`src/rtl/cl_div_pkg.sv`:
```
// Shared types for the sequential integer / carry-less divider.
// Holds the FSM encoding and helpers for sizing the iteration counter.
package cl_div_pkg;

  typedef enum logic [1:0] {
    IDLE = 2'd0,
    CALC = 2'd1,
    DONE = 2'd2
  } state_t;

  localparam int DEF_DATA_WIDTH = 32;
  localparam int CNT_W = $clog2(2 * DEF_DATA_WIDTH);

  // Counter width for a given divisor width; the quotient takes 2W steps.
  function automatic int cnt_width(input int w);
    return $clog2(2 * w);
  endfunction

endpackage

```
`src/rtl/cl_div_step.sv`:
```
// One restoring-division iteration: conditional subtract (integer)
// or conditional XOR (carry-less) of the divisor from the partial remainder.
module cl_div_step #(
  parameter int DATA_WIDTH = 32,
  parameter int D_W = $clog2(DATA_WIDTH)
) (
  input  logic [DATA_WIDTH:0]   i_t,
  input  logic [DATA_WIDTH-1:0] i_divisor,
  input  logic [D_W-1:0]        i_d,
  input  logic                  i_carry_option,
  output logic [DATA_WIDTH-1:0] o_rem_next,
  output logic                  o_qbit
);

  always_comb begin
    o_rem_next = i_t[DATA_WIDTH-1:0];
    o_qbit     = 1'b0;
    if (i_carry_option) begin
      if (i_t >= {1'b0, i_divisor}) begin
        o_rem_next = DATA_WIDTH'(i_t - {1'b0, i_divisor});
        o_qbit     = 1'b1;
      end
    end else begin
      // Bits of t above d are always zero, so the XOR never touches bit W.
      if (i_t[i_d]) begin
        o_rem_next = i_t[DATA_WIDTH-1:0] ^ i_divisor;
        o_qbit     = 1'b1;
      end
    end
  end

endmodule

```
`src/rtl/cl_seq_div.sv`:
```
// Iterative divider producing one quotient bit per clock, in either
// unsigned integer or GF(2)[x] carry-less mode.
module cl_seq_div
  import cl_div_pkg::*;
#(
  parameter int DATA_WIDTH = 32
) (
  input  logic                      clk,
  input  logic                      rst_n,
  input  logic                      in_valid,
  output logic                      in_ready,
  input  logic                      carry_option,
  input  logic [2*DATA_WIDTH-1:0]   dividend,
  input  logic [DATA_WIDTH-1:0]     divisor,
  output logic                      out_valid,
  input  logic                      out_ready,
  output logic [2*DATA_WIDTH-1:0]   quotient,
  output logic [DATA_WIDTH-1:0]     remainder,
  output logic                      div_by_zero,
  output logic [1:0]                o_dbg_state
);

  localparam int W  = DATA_WIDTH;
  localparam int QW = 2 * DATA_WIDTH;
  localparam int CW = cnt_width(DATA_WIDTH);
  localparam int DW = $clog2(DATA_WIDTH);

  // Handshakes: a transfer happens on a rising edge where valid and ready are
  // both high; valid never drops and payload never changes until that edge.
  state_t          r_state, w_state_next;
  logic [CW-1:0]   r_cnt;
  logic [QW-1:0]   r_dividend, r_quot;
  logic [W-1:0]    r_divisor, r_rem;
  logic [DW-1:0]   r_d, w_msb;
  logic            r_mode, r_dbz;
  logic            w_last;
  logic [W:0]      w_t;
  logic [W-1:0]    w_rem_next;
  logic            w_qbit;

  always_comb begin
    w_msb = '0;
    for (int i = 0; i < W; i++) begin
      if (divisor[i]) w_msb = DW'(i);
    end
  end

  // The first step starts from a zero remainder without clearing r_rem on accept.
  assign w_last = (r_cnt == CW'(QW - 1));
  assign w_t    = {(r_cnt == '0) ? {W{1'b0}} : r_rem, r_dividend[QW-1]};

  cl_div_step #(.DATA_WIDTH(W), .D_W(DW)) u_step (
    .i_t            (w_t),
    .i_divisor      (r_divisor),
    .i_d            (r_d),
    .i_carry_option (r_mode),
    .o_rem_next     (w_rem_next),
    .o_qbit         (w_qbit)
  );

  always_ff @(posedge clk or negedge rst_n) begin
    if (!rst_n) r_state <= IDLE;
    else        r_state <= w_state_next;
  end

  always_comb begin
    w_state_next = r_state;
    in_ready     = 1'b0;
    out_valid    = 1'b0;
    case (r_state)
      IDLE: begin
        in_ready = 1'b1;
        if (in_valid) w_state_next = (divisor == '0) ? DONE : CALC;
      end
      CALC: begin
        if (w_last) w_state_next = DONE;
      end
      DONE: begin
        out_valid = 1'b1;
        if (out_ready) w_state_next = IDLE;
      end
      default: w_state_next = IDLE;
    endcase
  end

  always_ff @(posedge clk or negedge rst_n) begin
    if (!rst_n) begin
      r_cnt      <= '0;
      r_dividend <= '0;
      r_divisor  <= '0;
      r_d        <= '0;
      r_mode     <= 1'b0;
      r_quot     <= '0;
      r_rem      <= '0;
      r_dbz      <= 1'b0;
    end else begin
      case (r_state)
        IDLE: begin
          if (in_valid) begin
            r_dividend <= dividend;
            r_divisor  <= divisor;
            r_d        <= w_msb;
            r_mode     <= carry_option;
            r_cnt      <= '0;
            if (divisor == '0) begin
              r_quot <= '1;
              r_rem  <= dividend[W-1:0];
              r_dbz  <= 1'b1;
            end else begin
              r_dbz  <= 1'b0;
            end
          end
        end
        CALC: begin
          r_rem      <= w_rem_next;
          r_quot     <= {r_quot[QW-2:0], w_qbit};
          r_dividend <= {r_dividend[QW-2:0], 1'b0};
          r_cnt      <= r_cnt + 1'b1;
        end
        default: ;
      endcase
    end
  end

  assign quotient    = r_quot;
  assign remainder   = r_rem;
  assign div_by_zero = r_dbz;
  assign o_dbg_state = r_state;

endmodule

```
`config.mk`:
```
export PLATFORM = sky130hd
export DESIGN_NAME = cl_seq_div
export DESIGN_NICKNAME = d
export VERILOG_FILES = /design/src/rtl/cl_div_pkg.sv /design/src/rtl/cl_div_step.sv /design/src/rtl/cl_seq_div.sv
export SDC_FILE = /design/constraint.sdc
export NUM_CORES = 1
export LEC_CHECK = 0
export ABC_AREA = 1
export BUFFER_PORTS_ARGS = -buffer_cell sky130_fd_sc_hd__buf_2
export CAP_MARGIN = 20
export CORE_AREA = 2 2 189 191
export DETAILED_ROUTE_END_ITERATION = 6
export DIE_AREA = 0 0 191 193
export PLACE_DENSITY = 0.55
export SLEW_MARGIN = 15
export SYNTH_ARGS = -nofsm -noshare
export SYNTH_HDL_FRONTEND = slang
export SYNTH_SLANG_ARGS = --single-unit
export TNS_END_PERCENT = 10
```
`constraint.sdc`:
```
create_clock -name clk -period 7 [get_ports clk]
set_input_delay 0.7 -clock clk [delete_from_list [all_inputs] [get_ports clk]]
set_output_delay 0.7 -clock clk [all_outputs]
set_load 0.05 [all_outputs]
```
==> metrics.yaml <==
cts_made_buffers: 26
vias: 11100
cts_sinks: 207
status: "complete, no violations"
gp_congestion: 0.914
setup_viol: 0
maxCapViolations: 0
grtUsageTotal_pct: 20.2
finClkSkew_ns: 0.0167
worst_pin_slew_ns: 1.04
clock.fmax_mhz: 215
hold_viol: 0
synth_ff_type: "dfrtp_1"
fin_nets: 1821
rsz0062_at_grt: "no"
synthArstFlopShare_pct: 100
portBuffers: 201
rows: 69
critPathLaunchType: "register"
final_util_pct: 40.9
die-area_um2: 36900
cp_max_fo: 61
avgRoutedWirePerCell_um: 17.1
cts_resized: 0
cp-endpoint: "remainder[30]$_DFFE_PN0P_"
hpwl_um: 26500
r2r_end: "remainder[30]$_DFFE_PN0P_"
synth_cells: 1528
grt_pass1_vias: 10900
drt_pass1_iterations: 5
antenna_found_initial: 7
yosysWarningCount: 0
slew_headroom_pct: 30.9
avgSynthCellArea_um2: 7.89
syn_nets: 1664
post-synth-top-area-cell: "dfrtp_1"
worstPathRequired_ns: 7.43
cts_tree: "done"
cts_root_buf: "clkbuf_16"
fp.dieW_um: 191
synth.distinct_cells: 48
synth_edf_count: 0
area.growth.synth_to_final_pct: 18.5
cp_data_arrival_time_ns: 5.08
maxSlewViolCount: 0
min_period_over_period_pct: 66.4
hold_path.class: "primary input to async pin"
critPathLaunch: "r_cnt[0]$_DFFE_PN0P_"
drive_above_1_share_pct: 17.6
critPathMaxStageDelay_ns: 0.61
yosys_register_bits: 207
synth_top_cells_by_area: "dfrtp_1 43%, inv_1 9.1%, nand2_1 7.6%"
postCtsSetupBuffers: 0
vias_per_cell: 5.12
grt_max_degree: 179
fillCellCount: 3641
crit_path_end_kind: "register"
wirelength_um: 37200
critical_path_class: "register to register"
dr.first_iter.drc_count: 684
syn_area_um2: 12100
ys_top_cells_by_count: "291 x inv_1, 245 x nand2_1, 207 x dfrtp_1, 97 x a21oi_1, 91 x a22oi_1"
die_height_um: 193
clk_latency_ns: 0.54
fin_setup_tns_ns: 0
cts.path.max_buffers: 3
synth_top_area_share_pct: 43.0
holdBufCountCts: 0
r2r-start: "r_cnt[0]$_DFFE_PN0P_"
crit_path_frequent_cell: "nand2_2"
reg2reg_slack_ns: 2.35
io_pins: 202
initial_core_util_pct: 34.5
clk_pin_slew_worst_paths_ns: 0.06
placement.cell_area_um2: 13400
final_antenna_net_count: 0
slowest_stage: "nand3_2"
fin_area_um2: 14300
grt_pass1_wl_um: 59300
reg2reg_depth: 25
grt-ovfl-total: 0
h-tree-depth: 1
yosysMostFrequentCell: "inv_1"
floorplan.core_area_um2: 35000
period_needed_ns: 4.65
yosysSeqAreaShare_pct: 43.0
drc_errors: 0
layout make-up:
cell class                      instances  area (um^2)  area share (%)
Antenna cell                            3         7.51          0.0525
Clock buffer                           37          782            5.47
Clock inverter                         10         68.8           0.481
Inverter                              299         1120            7.85
Multi-Input combinational cell        937         5390            37.7
Sequential cell                       207         5180            36.2
Tap cell                              461          577            4.03
Timing Repair Buffer                  214         1160            8.15
cell families after synthesis:
group | share of synthesized area, %
compound gates | 22.8
xor+xnor | 2.18
fa+ha+maj | 3.69
buf+inv | 12.6
flops | 43.0
simple gates | 15.8
state kept, by name, indices dropped and copies added, names as in the netlist:
signal       cells
div_by_zero      1
o_dbg_state      2
quotient        64
r_cnt            6
r_d              5
r_dividend      64
r_divisor       32
r_mode           1
remainder       32
metrics by stage:
| step | std cells | setup slack, ns | hold slack, ns |
|---|---|---|---|
| global route | 2166 | 1.92 | 0.0406 |
| global placement | 2116 | 2.49 | 0.454 |
| CTS | 2163 | 2.38 | 0.0330 |
| floorplan | 1528 | 3.85 | 0.404 |
| finish | 2168 | 2.35 | 0.0451 |
| detailed placement | 2116 | 2.41 | 0.460 |
worst min path at each step:
| stage | startpoint | end | cells after the start |
|---|---|---|---|
| 3_5_place_dp | r_cnt[5]$_DFFE_PN0P_ | r_cnt[5]$_DFFE_PN0P_ | 1 |
| 5_1_grt | rst_n | r_divisor[5]$_DFFE_PN0P_ | 1 |
| 3_3_place_gp | r_cnt[5]$_DFFE_PN0P_ | r_cnt[5]$_DFFE_PN0P_ | 1 |
| 4_1_cts | rst_n | r_divisor[5]$_DFFE_PN0P_ | 1 |
| 6_report | rst_n | r_divisor[4]$_DFFE_PN0P_ | 1 |
| 2_1_floorplan | rst_n | div_by_zero$_DFFE_PN0P_ | 0 |
critical path: cells and delay by family (launching register included):
| family | cells | cell delay [ns] |
|---|---|---|
| and+or+nand+nor | 13 | 2.34 |
| AOI/OAI and AO/OA | 5 | 0.73 |
| adders and majority gates | 2 | 0.53 |
| buffers and inverters | 5 | 0.52 |
| DFF | 1 | 0.41 |
metal layers:
| metal | vias up | GRT usage [%] | part of all wire (%) |
|---|---|---|---|
| li1 | 5427 | - | - |
| met1 | 5249 | 28.1 | 46 |
| met2 | 352 | 31.3 | 44 |
| met3 | 63 | 5.23 | 8.4 |
| met4 | 8 | 5.07 | 2.3 |
| met5 | - | 0 | 0.13 |
cell usage in the layout, fill, tap and decap left out, drive strengths merged, types with 2 or more instances in the layout:
cell type  instances
o211ai            47
xnor2             17
o22ai              3
a221oi            32
a21o               3
nand2            254
ha                34
diode              3
a31oi              4
inv              299
nand4              2
o21a               3
a22oi             91
nor3              38
dfrtp            207
clkbuf            38
nand3             84
o221ai             6
clkinv            10
o21ai            126
nor4               9
xor2              13
a21oi            107
nor2              56
buf              213
Power is left out: the tool's default activity adds up to more than one toggle a clock period on the data nets, which glitch-free logic cannot reach.
